### config.mk
export PLATFORM = sky130hd
export DESIGN_NAME = fifo_write_ctrl_flat
export DESIGN_NICKNAME = d
export VERILOG_FILES = /design/src/rtl/fifo_write_ctrl_pkg.sv /design/src/rtl/fifo_write_ctrl_if.sv /design/src/rtl/fifo_write_ctrl.sv /design/src/flat_wrapper.sv
export SDC_FILE = /design/constraint.sdc
export NUM_CORES = 1
export LEC_CHECK = 0
export ABC_AREA = 1
export CORE_AREA = 2 2 39 41
export DETAILED_ROUTE_END_ITERATION = 6
export DIE_AREA = 0 0 41 43
export DONT_BUFFER_PORTS = 1
export GPL_ROUTABILITY_DRIVEN = 0
export GPL_TIMING_DRIVEN = 0
export PLACE_DENSITY_LB_ADDON = 0.3
export SLEW_MARGIN = 20
export SYNTH_ARGS = -nofsm -noshare
export SYNTH_HDL_FRONTEND = slang
export SYNTH_SLANG_ARGS = --single-unit
### constraint.sdc
create_clock -name clk -period 2.15 [get_ports clk]
set_clock_uncertainty 0.2 [all_clocks]
set_input_delay 0.3225 -clock clk [delete_from_list [all_inputs] [get_ports clk]]
set_output_delay 0.3225 -clock clk [all_outputs]
set_load 0.005 [all_outputs]
### src/rtl/fifo_write_ctrl_pkg.sv
// Shared types for the single-clock RAM FIFO: RAM depth, address and occupancy widths.
package fifo_write_ctrl_pkg;

  localparam int maxramsize = 8;
  localparam int AddrW      = (maxramsize > 1) ? $clog2(maxramsize) : 1;
  localparam int CntW       = $clog2(maxramsize + 1);

  typedef logic              bit_t;
  typedef logic [AddrW-1:0]  RAM_size;
  typedef logic [CntW-1:0]   cnt_t;

endpackage

### src/rtl/fifo_write_ctrl_if.sv
// Request/status bundle between the FIFO write controller and its producer/consumer side.
interface fifo_write_ctrl_if;
  import fifo_write_ctrl_pkg::*;

  bit_t    clr;
  bit_t    push;
  bit_t    pop;
  RAM_size w_add;
  bit_t    w_en;
  bit_t    pop_ok;
  bit_t    full;
  bit_t    empty;
  cnt_t    count;
  bit_t    overflow;
  bit_t    underflow;

  modport master (
    output clr, push, pop,
    input  w_add, w_en, pop_ok, full, empty, count, overflow, underflow
  );

  modport slave (
    input  clr, push, pop,
    output w_add, w_en, pop_ok, full, empty, count, overflow, underflow
  );

endinterface

### src/rtl/fifo_write_ctrl.sv
// Write-side controller of the RAM FIFO: qualifies push/pop against occupancy,
// drives the RAM write port and tracks count plus sticky overflow/underflow flags.
module fifo_write_ctrl
  import fifo_write_ctrl_pkg::*;
#(
  parameter int DEPTH = maxramsize
) (
  input  bit_t              clk,
  input  bit_t              reset,
  fifo_write_ctrl_if.slave  bus
);

  localparam RAM_size LastAddr = RAM_size'(DEPTH - 1);
  localparam cnt_t    FullCnt  = cnt_t'(DEPTH);

  RAM_size wptr_q, wptr_d;
  cnt_t    count_q, count_d;
  bit_t    overflow_q, overflow_d;
  bit_t    underflow_q, underflow_d;

  bit_t isFull;
  bit_t isEmpty;
  bit_t pushOk;
  bit_t popOk;

  // Status decodes only from the registered count; requests are gated off during clr and reset.
  always_comb begin
    isFull  = (count_q == FullCnt);
    isEmpty = (count_q == '0);
    popOk   = reset & ~bus.clr & bus.pop & ~isEmpty;
    pushOk  = reset & ~bus.clr & bus.push & (~isFull | popOk);
  end

  always_comb begin
    wptr_d      = wptr_q;
    count_d     = count_q;
    overflow_d  = overflow_q;
    underflow_d = underflow_q;
    if (bus.clr) begin
      wptr_d      = '0;
      count_d     = '0;
      overflow_d  = 1'b0;
      underflow_d = 1'b0;
    end else begin
      if (pushOk) begin
        wptr_d = (wptr_q == LastAddr) ? '0 : wptr_q + RAM_size'(1);
      end
      if (pushOk && !popOk) begin
        count_d = count_q + cnt_t'(1);
      end else if (popOk && !pushOk) begin
        count_d = count_q - cnt_t'(1);
      end
      if (bus.push && !pushOk) begin
        overflow_d = 1'b1;
      end
      if (bus.pop && isEmpty) begin
        underflow_d = 1'b1;
      end
    end
  end

  always_ff @(posedge clk or negedge reset) begin
    if (!reset) begin
      wptr_q      <= '0;
      count_q     <= '0;
      overflow_q  <= 1'b0;
      underflow_q <= 1'b0;
    end else begin
      wptr_q      <= wptr_d;
      count_q     <= count_d;
      overflow_q  <= overflow_d;
      underflow_q <= underflow_d;
    end
  end

  assign bus.w_add     = wptr_q;
  assign bus.w_en      = pushOk;
  assign bus.pop_ok    = popOk;
  assign bus.full      = isFull;
  assign bus.empty     = isEmpty;
  assign bus.count     = count_q;
  assign bus.overflow  = overflow_q;
  assign bus.underflow = underflow_q;

endmodule

### src/flat_wrapper.sv
// flat-port wrapper written by rule: the top's interface ports become plain ports
module fifo_write_ctrl_flat import fifo_write_ctrl_pkg::*;
#(
  parameter int DEPTH = maxramsize
)
  (clk, reset, bus_clr, bus_push, bus_pop, bus_w_add, bus_w_en, bus_pop_ok, bus_full, bus_empty, bus_count, bus_overflow, bus_underflow);
  fifo_write_ctrl_if bus_i ();
  input  bit_t clk;
  input  bit_t reset;
  input wire logic [$bits(bus_i.clr)-1:0] bus_clr;
  input wire logic [$bits(bus_i.push)-1:0] bus_push;
  input wire logic [$bits(bus_i.pop)-1:0] bus_pop;
  output wire logic [$bits(bus_i.w_add)-1:0] bus_w_add;
  output wire logic [$bits(bus_i.w_en)-1:0] bus_w_en;
  output wire logic [$bits(bus_i.pop_ok)-1:0] bus_pop_ok;
  output wire logic [$bits(bus_i.full)-1:0] bus_full;
  output wire logic [$bits(bus_i.empty)-1:0] bus_empty;
  output wire logic [$bits(bus_i.count)-1:0] bus_count;
  output wire logic [$bits(bus_i.overflow)-1:0] bus_overflow;
  output wire logic [$bits(bus_i.underflow)-1:0] bus_underflow;
  assign bus_i.clr = bus_clr;
  assign bus_i.push = bus_push;
  assign bus_i.pop = bus_pop;
  assign bus_w_add = bus_i.w_add;
  assign bus_w_en = bus_i.w_en;
  assign bus_pop_ok = bus_i.pop_ok;
  assign bus_full = bus_i.full;
  assign bus_empty = bus_i.empty;
  assign bus_count = bus_i.count;
  assign bus_overflow = bus_i.overflow;
  assign bus_underflow = bus_i.underflow;
  fifo_write_ctrl #(.DEPTH(DEPTH)) u_core (.clk(clk), .reset(reset), .bus(bus_i));
endmodule
# Yosys cells after proc, flatten, opt, wreduce, memory -nomap -nowiden
# Cells that the tools add are included.
[totals]
register_bits = 9
in_bits = 5
[classes]
addsub = 3
eq_ne = 2
n_mux = 10
n_bitwise = 9
reduce_logical = 11
[op_table]
columns = ["op", "count"]
rows = [
  ["$mux 4", 3],
  ["$mux 3", 3],
  ["$reduce_bool 2->1", 3],
  ["$and 1x1->1", 5],
  ["$add 4x1->4 const B", 1],
  ["$eq 4x4->1 const B", 1],
  ["$logic_and 1x1->1", 4],
  ["$logic_not 4->1", 1],
  ["$mux 1", 4],
  ["$sub 4x1->4 const B", 1],
  ["$add 3x1->3 const B", 1],
  ["$eq 3x3->1 const B", 1],
  ["$not 1->1", 3],
  ["$reduce_bool 3->1", 1],
  ["$logic_not 1->1", 2],
  ["$or 1x1->1", 1],
]

# Longest topological paths before layout
# Gate-level depths: netlist of run 1.
[logic_depth]
word_depth = 11
ltp_mapped = 14
mapped_depth_nobuf = 14

# Worst setup path after synthesis of run 1
# No wires, ideal clock.
[synth_path]
path_type = "reg2reg"
startpoint = "register u_core.count_q[2] (netlist: u_core.bus.count[2])"
endpoint = "register u_core.count_q[3] (netlist: u_core.bus.count[3])"
setup_time_ns = 0.116
arrival_ns = 1.725
t_required_ns = 1.834
setup_slack_ns = 0.109
path_stages_with_launch = 14
path_cell_list = "dfrtp_1 -> nor2_2 -> nand2_1 -> nand2_1 -> nand3_2 -> ha_1 -> a21oi_1 -> nand2_1 -> nand2_1 -> nand2_1 -> nand2_1 -> nand2_1 -> nand2_1 -> nand2_1"
[synth_via]
elab_chain_len = 8
elab_cells_between_ends = 17
[synth_lines]
columns = ["element", "line", "source"]
rows = [
  ["from (decl)", "fifo_write_ctrl.sv:17", "cnt_t count_q, count_d;"],
  ["from (signal assigned)", "fifo_write_ctrl.sv:70", "count_q <= count_d;"],
  ["$logic_not 4->1", "fifo_write_ctrl.sv:29", "isEmpty = (count_q == '0);"],
  ["$not 1->1", "fifo_write_ctrl.sv:30", "popOk = reset & ~bus.clr & bus.pop & ~isEmpty;"],
  ["$and 1x1->1", "fifo_write_ctrl.sv:30", ""],
  ["$or 1x1->1", "fifo_write_ctrl.sv:31", "pushOk = reset & ~bus.clr & bus.push & (~isFull | popOk);"],
  ["$and 1x1->1", "fifo_write_ctrl.sv:31", ""],
  ["$logic_and 1x1->1 or $logic_not 1->1 (tied branches)", "fifo_write_ctrl.sv:48, fifo_write_ctrl.sv:50", ""],
  ["$mux 4 or $logic_and 1x1->1 (tied branches)", "fifo_write_ctrl.sv:48, fifo_write_ctrl.sv:50", ""],
  ["$mux 4 or $reduce_bool 3->1 (tied branches)", "-", ""],
]
# Parallel ways exist; a longest one is shown, timed or not. The select of a mux whose other input is x is not followed.
# A chain may end at the register's enable or synchronous reset.

# Worst setup path in the final report of run 1
# Ends and elaborated chain as after synthesis.

==> results of run 1 <==
[cell families after synthesis]
| kind of cell | after synthesis | synth area share (%) |
|---|---|---|
| compound gates | 6 | 7.736 |
| flops | 9 | 34.82 |
| fa+ha+maj | 5 | 10.83 |
| xor+xnor | 1 | 1.354 |
| simple gates | 48 | 39.46 |
| buf+inv | 10 | 5.802 |
[worst reg2reg max path: stages, from the launching register on]
cell	delay (ns)
dfrtp_2	0.48
nor2_4	0.14
nand2_1	0.10
nand2_1	0.12
nand3_4	0.11
ha_4	0.30
nand3_1	0.11
nand3_1	0.12
nand2_1	0.07
nand2_1	0.06
nand2_1	0.05
nand2_1	0.05
nand2_1	0.04
[flip-flops by register name, indices dropped and copies added (netlist names)]
signal / count
u_core.bus.count: 4
u_core.bus.underflow: 1
u_core.bus.overflow: 1
u_core.bus.w_add: 3
[what timing repair did]
action	CTS	global route
pin swaps	1	1
hold endpoints to repair	9	0
gates resized for setup	4	4
buffers inserted	1	0
hold buffers	1	0
setup endpoints to repair	1	1
[area by class of cell]
class	instances	area, um2	share of cell area [%]
Tap cell	16	20.02	2.689
Timing Repair Buffer	2	17.52	2.353
Inverter	10	37.54	5.042
Multi-Input combinational cell	60	412.9	55.46
Clock buffer	4	26.28	3.529
Sequential cell	9	230.2	30.92
[how the worst max path moves through the flow]
| stage | startpoint | depth (start not counted) | end | slack (ns) |
|---|---|---|---|---|
| after floorplan | u_core.bus.count[2]$_DFFE_PN0P_ | 13 | u_core.bus.count[3]$_DFFE_PN0P_ | 0.11 |
| after global placement | u_core.bus.count[2]$_DFFE_PN0P_ | 13 | u_core.bus.count[3]$_DFFE_PN0P_ | -0.06 |
| after detailed placement | u_core.bus.count[1]$_DFFE_PN0P_ | 13 | u_core.bus.count[3]$_DFFE_PN0P_ | -0.08 |
| after CTS | u_core.bus.count[2]$_DFFE_PN0P_ | 13 | u_core.bus.count[3]$_DFFE_PN0P_ | 0.03 |
| after global routing | u_core.bus.count[2]$_DFFE_PN0P_ | 12 | u_core.bus.count[3]$_DFFE_PN0P_ | -0.005 |
| final | u_core.bus.count[2]$_DFFE_PN0P_ | 12 | u_core.bus.count[3]$_DFFE_PN0P_ | 0.09 |
[power groups by stage]
stage / sequential (mW) / clock (mW) / combinational (mW)
2_1_floorplan: 0.221 / 0 / 0.102
3_3_place_gp: 0.226 / 0 / 0.115
3_5_place_dp: 0.228 / 0 / 0.119
4_1_cts: 0.227 / 0.133 / 0.133
5_1_grt: 0.232 / 0.139 / 0.154
6_report: 0.227 / 0.128 / 0.136
[per-layer routing]
metal	wire length, um	share of wire (%)	GRT usage [%]	vias up
met5	0	0	0	-
met4	9	0.73	6.000	0
met3	42	3.4	5.236	3
met2	620	51	24.38	9
met1	555	45	26.44	242
li1	-	-	-	262
[placed cells by master (no fill, tap or decap)]
cell type / Yosys / routed
a21oi_2: 1 / 2
a21oi_4: 1 / 1
buf_4: 0 / 1
clkbuf_1: 0 / 1
clkbuf_4: 0 / 3
dfrtp_1: 9 / 5
dfrtp_2: 0 / 4
dlygate4sd3_1: 0 / 1
fa_1: 1 / 1
ha_1: 4 / 3
ha_4: 0 / 1
inv_1: 9 / 9
inv_2: 1 / 1
nand2_1: 28 / 28
nand2_2: 2 / 2
nand2_4: 1 / 1
nand3_1: 5 / 5
nand3_2: 2 / 1
nand3_4: 1 / 2
nor2_1: 3 / 3
nor2_2: 3 / 2
nor2_4: 3 / 4
o21a_1: 2 / 2
o21ai_1: 1 / 1
xnor2_1: 1 / 1
[through the flow]
stage / cell area (um2) / util (%) / total power, mW
2_1_floorplan: 646.9 / - / 0.3223
3_3_place_gp: 666.9 / 48.19 / 0.3412
3_5_place_dp: 666.9 / 48.19 / 0.3468
4_1_cts: 730.7 / 52.80 / 0.4934
5_1_grt: 744.5 / 53.80 / 0.5252
6_report: 744.5 / 53.80 / 0.4912
==> impl_metrics.toml, run 1 <==
[status]
status = "complete, no violations"

[worst_setup_path]
crit_fanout = 5
timing.rr.end = "u_core.bus.count[3]$_DFFE_PN0P_"
worstPathRequired_ns = 2.10
critical-path-top-delay-family = "simple AND/OR/NAND/NOR gates"
crit_type = "flop to flop"
cpMostUsedCell = "nand2_1"
worstSetupStartpointType = "flop"
arrival_ns = 2.01
crit_path_top_delay_cell = "dfrtp_2"
critPathBufInv = 0
r2r_setup_slack_ns = 0.09
path_cells = "nor2_4, nand2_1, nand2_1, nand3_4, ha_4, nand3_1, nand3_1, nand2_1, nand2_1, nand2_1, nand2_1, nand2_1"
cp_slowest_stage_delay_ns = 0.48
reg2reg_depth = 12
r2r_start = "u_core.bus.count[2]$_DFFE_PN0P_"
endpoint_kind = "flop"

[clocking]
h-tree-depth = 1
numCtsBuffers = 3
clock-sinks = 9
clockBufferDepth = 2
clock_latency_ns = 0.26
cts_root_buf = "clkbuf_4"
cts_tree = "yes"
path_clk_slew_ns = 0.06

[layout]
fillers = 132
drive_gt1_share_pct = 29.41
final_nets = 96
syn2layout_area_growth_pct = 15.09
antenna_cells = 0
layout.cells.non_filler = 101

[synth]
ys_warn_count = 0
synthCells = 79
synth.ff_latch_count = 9
synth_area_um2 = 646.9
synthTopCellsByArea = "dfrtp_1, nand2_1, ha_1, inv_1, nor2_4"
yosys_most_used_dff = "dfrtp_1"
async_flop_share_pct = 100.0
synthDistinctLibCells = 20
avgSynthCellArea_um2 = 8.188
ys_seq_area_share_pct = 34.82
synth-edff-count = 0
synth_nets = 89
synth_top_area_share_pct = 34.82
synthTopCellsByCount = "nand2_1, dfrtp_1, inv_1"
yosys.area.top_type = "dfrtp_1"
synth_most_common_cell = "nand2_1"

[timing]
timing.hold.ws_ns = 0.01809
drv_slew = 0
tightest_slew_ns = 0.4157
setup_viol = 0
slew-limit-headroom_pct = 72.20
layout_setup_ws_ns = 0.08574
final-hold-violation-count = 0
post-route-period-util_pct = 96.01
tns_ns = 0
fin_crit_ns = 2.064
clock.fmax_ghz = 0.4844

[power]
p_sw_uw = 166.9
cellPowerDensity_nw_per_um2 = 659.9
cell_internal_pwr_uw = 324.4
swShare_pct = 33.97
power.share.combinational_pct = 27.8
irDropWorstVdd_v = 0.0003840
power_frac_clock_pct = 26.0
seqPwrFrac_pct = 46.2
power.leakage_nw = 0.3678

[grt]
antenna_found_initial = 0
grt_pass1_vias = 500
grt.overflow.total = 0
grt_start_max_net_pins = 10
track_usage_pct = 17.86
grt_pass1_wl_mm = 2.166

[floorplan]
dieArea_um2 = 1763
chipWidth_um = 41
chipHeight_um = 43
rows = 14
initial_utilization_pct = 46.75
pin_count = 18
core-area_um2 = 1384

[route]
via_per_inst = 5.109
first_pass_iters = 4
drtAntennaViolNets = 0
drc = 0
drt_iter0_markers = 7
wl_per_cell_um = 12.15
num_vias = 516
routed_wl_mm = 1.227

[placement]
port_buffers = 0
hpwl_um = 914.1
dp.cells = 95
post-place-ws_ns = -0.08280

[hold_path]
whs_path_depth = 3
holdCritStartpoint = "bus_clr"
min_path_type = "input port to flop"
whs_endpoint = "u_core.bus.count[2]$_DFFE_PN0P_"

[job]
maxCapViolCount = 0
No activity file was read; power rests on OpenSTA's default activity.
==> inputs of run 2 (changes only) <==
==> constraint.sdc (replaced) <==
create_clock -name clk -period 1.85 [get_ports clk]
set_clock_uncertainty 0.2 [all_clocks]
set_input_delay 0.2775 -clock clk [delete_from_list [all_inputs] [get_ports clk]]
set_output_delay 0.2775 -clock clk [all_outputs]
set_load 0.005 [all_outputs]
==> impl_metrics.toml, run 2 (synthesis gave the netlist of run 1 again) <==
[status]
status = "finished with violations"
violations = "setup timing"

[timing]
tightest_slew_ns = 0.4033
layout_setup_ws_ns = -0.1379
setup_viol = 2
fin_crit_ns = 1.988
final-hold-violation-count = 0
drv_slew = 0
post-route-period-util_pct = 107.5
grt_setup_unrepaired = "yes"
tns_ns = -0.2084
slew-limit-headroom_pct = 73.02
clock.fmax_ghz = 0.5030

[job]
maxCapViolCount = 0

[floorplan]
pin_count = 18
chipHeight_um = 43
core-area_um2 = 1384
rows = 14
chipWidth_um = 41
dieArea_um2 = 1763
initial_utilization_pct = 46.75

[power]
swShare_pct = 33.94
power.leakage_nw = 0.3966
power_frac_clock_pct = 25.0
power.share.combinational_pct = 31.0
power_uw = 599.0
p_sw_uw = 203.3
cell_internal_pwr_uw = 395.6
cellPowerDensity_nw_per_um2 = 741.0
irDropWorstVdd_v = 0.0004616
seqPwrFrac_pct = 44.1

[layout]
syn2layout_area_growth_pct = 24.95
final_cell_mix = "nand2_1, inv_1, buf_4, dfrtp_1"
largest_reg_flops = 4
design_area_um2 = 808.3
final_common_cell = "nand2_1"
layout.cells.non_filler = 107
drive_gt1_share_pct = 37.36
final-seq-area_um2 = 230.2
fillers = 116
final_nets = 102
multiInputGateArea_um2 = 425.4
antenna_cells = 0

[worst_setup_path]
crit_path_top_delay_cell = "dfrtp_2"
cp_slowest_stage_delay_ns = 0.47
r2r_start = "u_core.bus.count[2]$_DFFE_PN0P_"
crit_type = "flop to flop"
r2r_setup_slack_ns = -0.14
timing.rr.end = "u_core.bus.count[3]$_DFFE_PN0P_"
crit_fanout = 5
worstSetupStartpointType = "flop"
path_cells = "nor2_4, nand2_2, nand2_2, nand3_4, ha_4, a21oi_2, nand2_1, nand2_1, nand2_1, nand2_1, nand2_1, nand2_1, nand2_1"
cpMostUsedCell = "nand2_1"
endpoint_kind = "flop"
worstPathRequired_ns = 1.80
reg2reg_depth = 13
arrival_ns = 1.93

[route]
wl_per_cell_um = 12.26
routed_wl_mm = 1.312
drc = 0
first_pass_iters = 1
num_vias = 553
via_per_inst = 5.168
drt_iter0_markers = 0
drtAntennaViolNets = 0

[grt]
antenna_found_initial = 0
track_usage_pct = 18.40
grt.overflow.total = 0
grt_pass1_vias = 569
grt_start_max_net_pins = 10
grt_pass1_wl_mm = 2.159

[clocking]
path_clk_slew_ns = 0.06
clock-sinks = 9
h-tree-depth = 1
numCtsBuffers = 3
cts_root_buf = "clkbuf_4"
clockBufferDepth = 2
clock_latency_ns = 0.26
cts_tree = "yes"

[hold_path]
holdCritStartpoint = "bus_clr"
whs_path_depth = 2
min_path_type = "input port to flop"
whs_endpoint = "u_core.bus.underflow$_DFFE_PN0P_"

[placement]
post-place-ws_ns = -0.2459
hpwl_um = 949.5
port_buffers = 0
placed_area_um2 = 691.9
dp.cells = 95
[run 2: changes by cell type in the layout (fill, tap and decap cells not counted), sizes merged]
cell	before	now
buf	1	6
dlygate4sd3	1	2
[run 2: worst max path at each step]
| stage | from | depth (start not counted) | slack [ns] | end |
|---|---|---|---|---|
| final | u_core.bus.count[2]$_DFFE_PN0P_ | 13 | -0.14 | u_core.bus.count[3]$_DFFE_PN0P_ |
| after global placement | u_core.bus.count[0]$_DFFE_PN0P_ | 13 | -0.23 | u_core.bus.count[3]$_DFFE_PN0P_ |
| after floorplan | u_core.bus.count[0]$_DFFE_PN0P_ | 13 | -0.07 | u_core.bus.count[3]$_DFFE_PN0P_ |
| after detailed placement | u_core.bus.count[0]$_DFFE_PN0P_ | 12 | -0.25 | u_core.bus.count[3]$_DFFE_PN0P_ |
| after global routing | u_core.bus.count[2]$_DFFE_PN0P_ | 13 | -0.28 | u_core.bus.count[3]$_DFFE_PN0P_ |
| after CTS | u_core.bus.count[2]$_DFFE_PN0P_ | 13 | -0.11 | u_core.bus.count[3]$_DFFE_PN0P_ |
[run 2: routing by layer]
metal	routed length (um)	vias to the layer above	global-route usage [%]
li1	-	278	-
met1	546	254	18.77
met2	670	15	30.63
met3	65	6	4.712
met4	29	0	12.00
met5	0	-	0
[run 2: layout make-up]
| type | instances | area share (%) |
|---|---|---|
| Multi-Input combinational cell | 60 | 52.63 |
| Tap cell | 16 | 2.477 |
| Sequential cell | 9 | 28.48 |
| Inverter | 10 | 4.644 |
| Timing Repair Buffer | 8 | 8.514 |
| Clock buffer | 4 | 3.251 |
[run 2: timing repair]
action / 4_1_cts / 5_1_grt
setup buffers: 6 / 0
gates cloned: 0 / 0
endpoints found under the setup margin: 3 / 4
endpoints found under the hold margin: 13 / 0
pin swaps: 5 / 2
hold buffers: 2 / 0
gates resized for setup: 8 / 0
[run 2: metrics by stage]
step / hold slack, ns / util [%]
after global routing: 0.02639 / 58.41
after detailed placement: -0.2178 / 50.00
after CTS: 0.02680 / 58.41
after floorplan: -0.2181 / -
after global placement: -0.2179 / 50.00
final: 0.04093 / 58.41
[run 2: critical path: cells and delay by family, from the launching register on]
family	cells	cell delay [ns]
AND/OR/NAND/NOR	11	0.83
AO/OA/AOI/OAI	1	0.13
flip-flops	1	0.47
adder cells (fa/ha/maj)	1	0.24
[run 2: power groups by stage]
| stage | registers [mW] | logic [mW] | clock network, mW |
|---|---|---|---|
| 6_report | 0.264 | 0.186 | 0.149 |
| 5_1_grt | 0.268 | 0.213 | 0.170 |
| 4_1_cts | 0.264 | 0.187 | 0.159 |
| 3_5_place_dp | 0.267 | 0.149 | 0 |
| 3_3_place_gp | 0.266 | 0.144 | 0 |
| 2_1_floorplan | 0.259 | 0.128 | 0 |
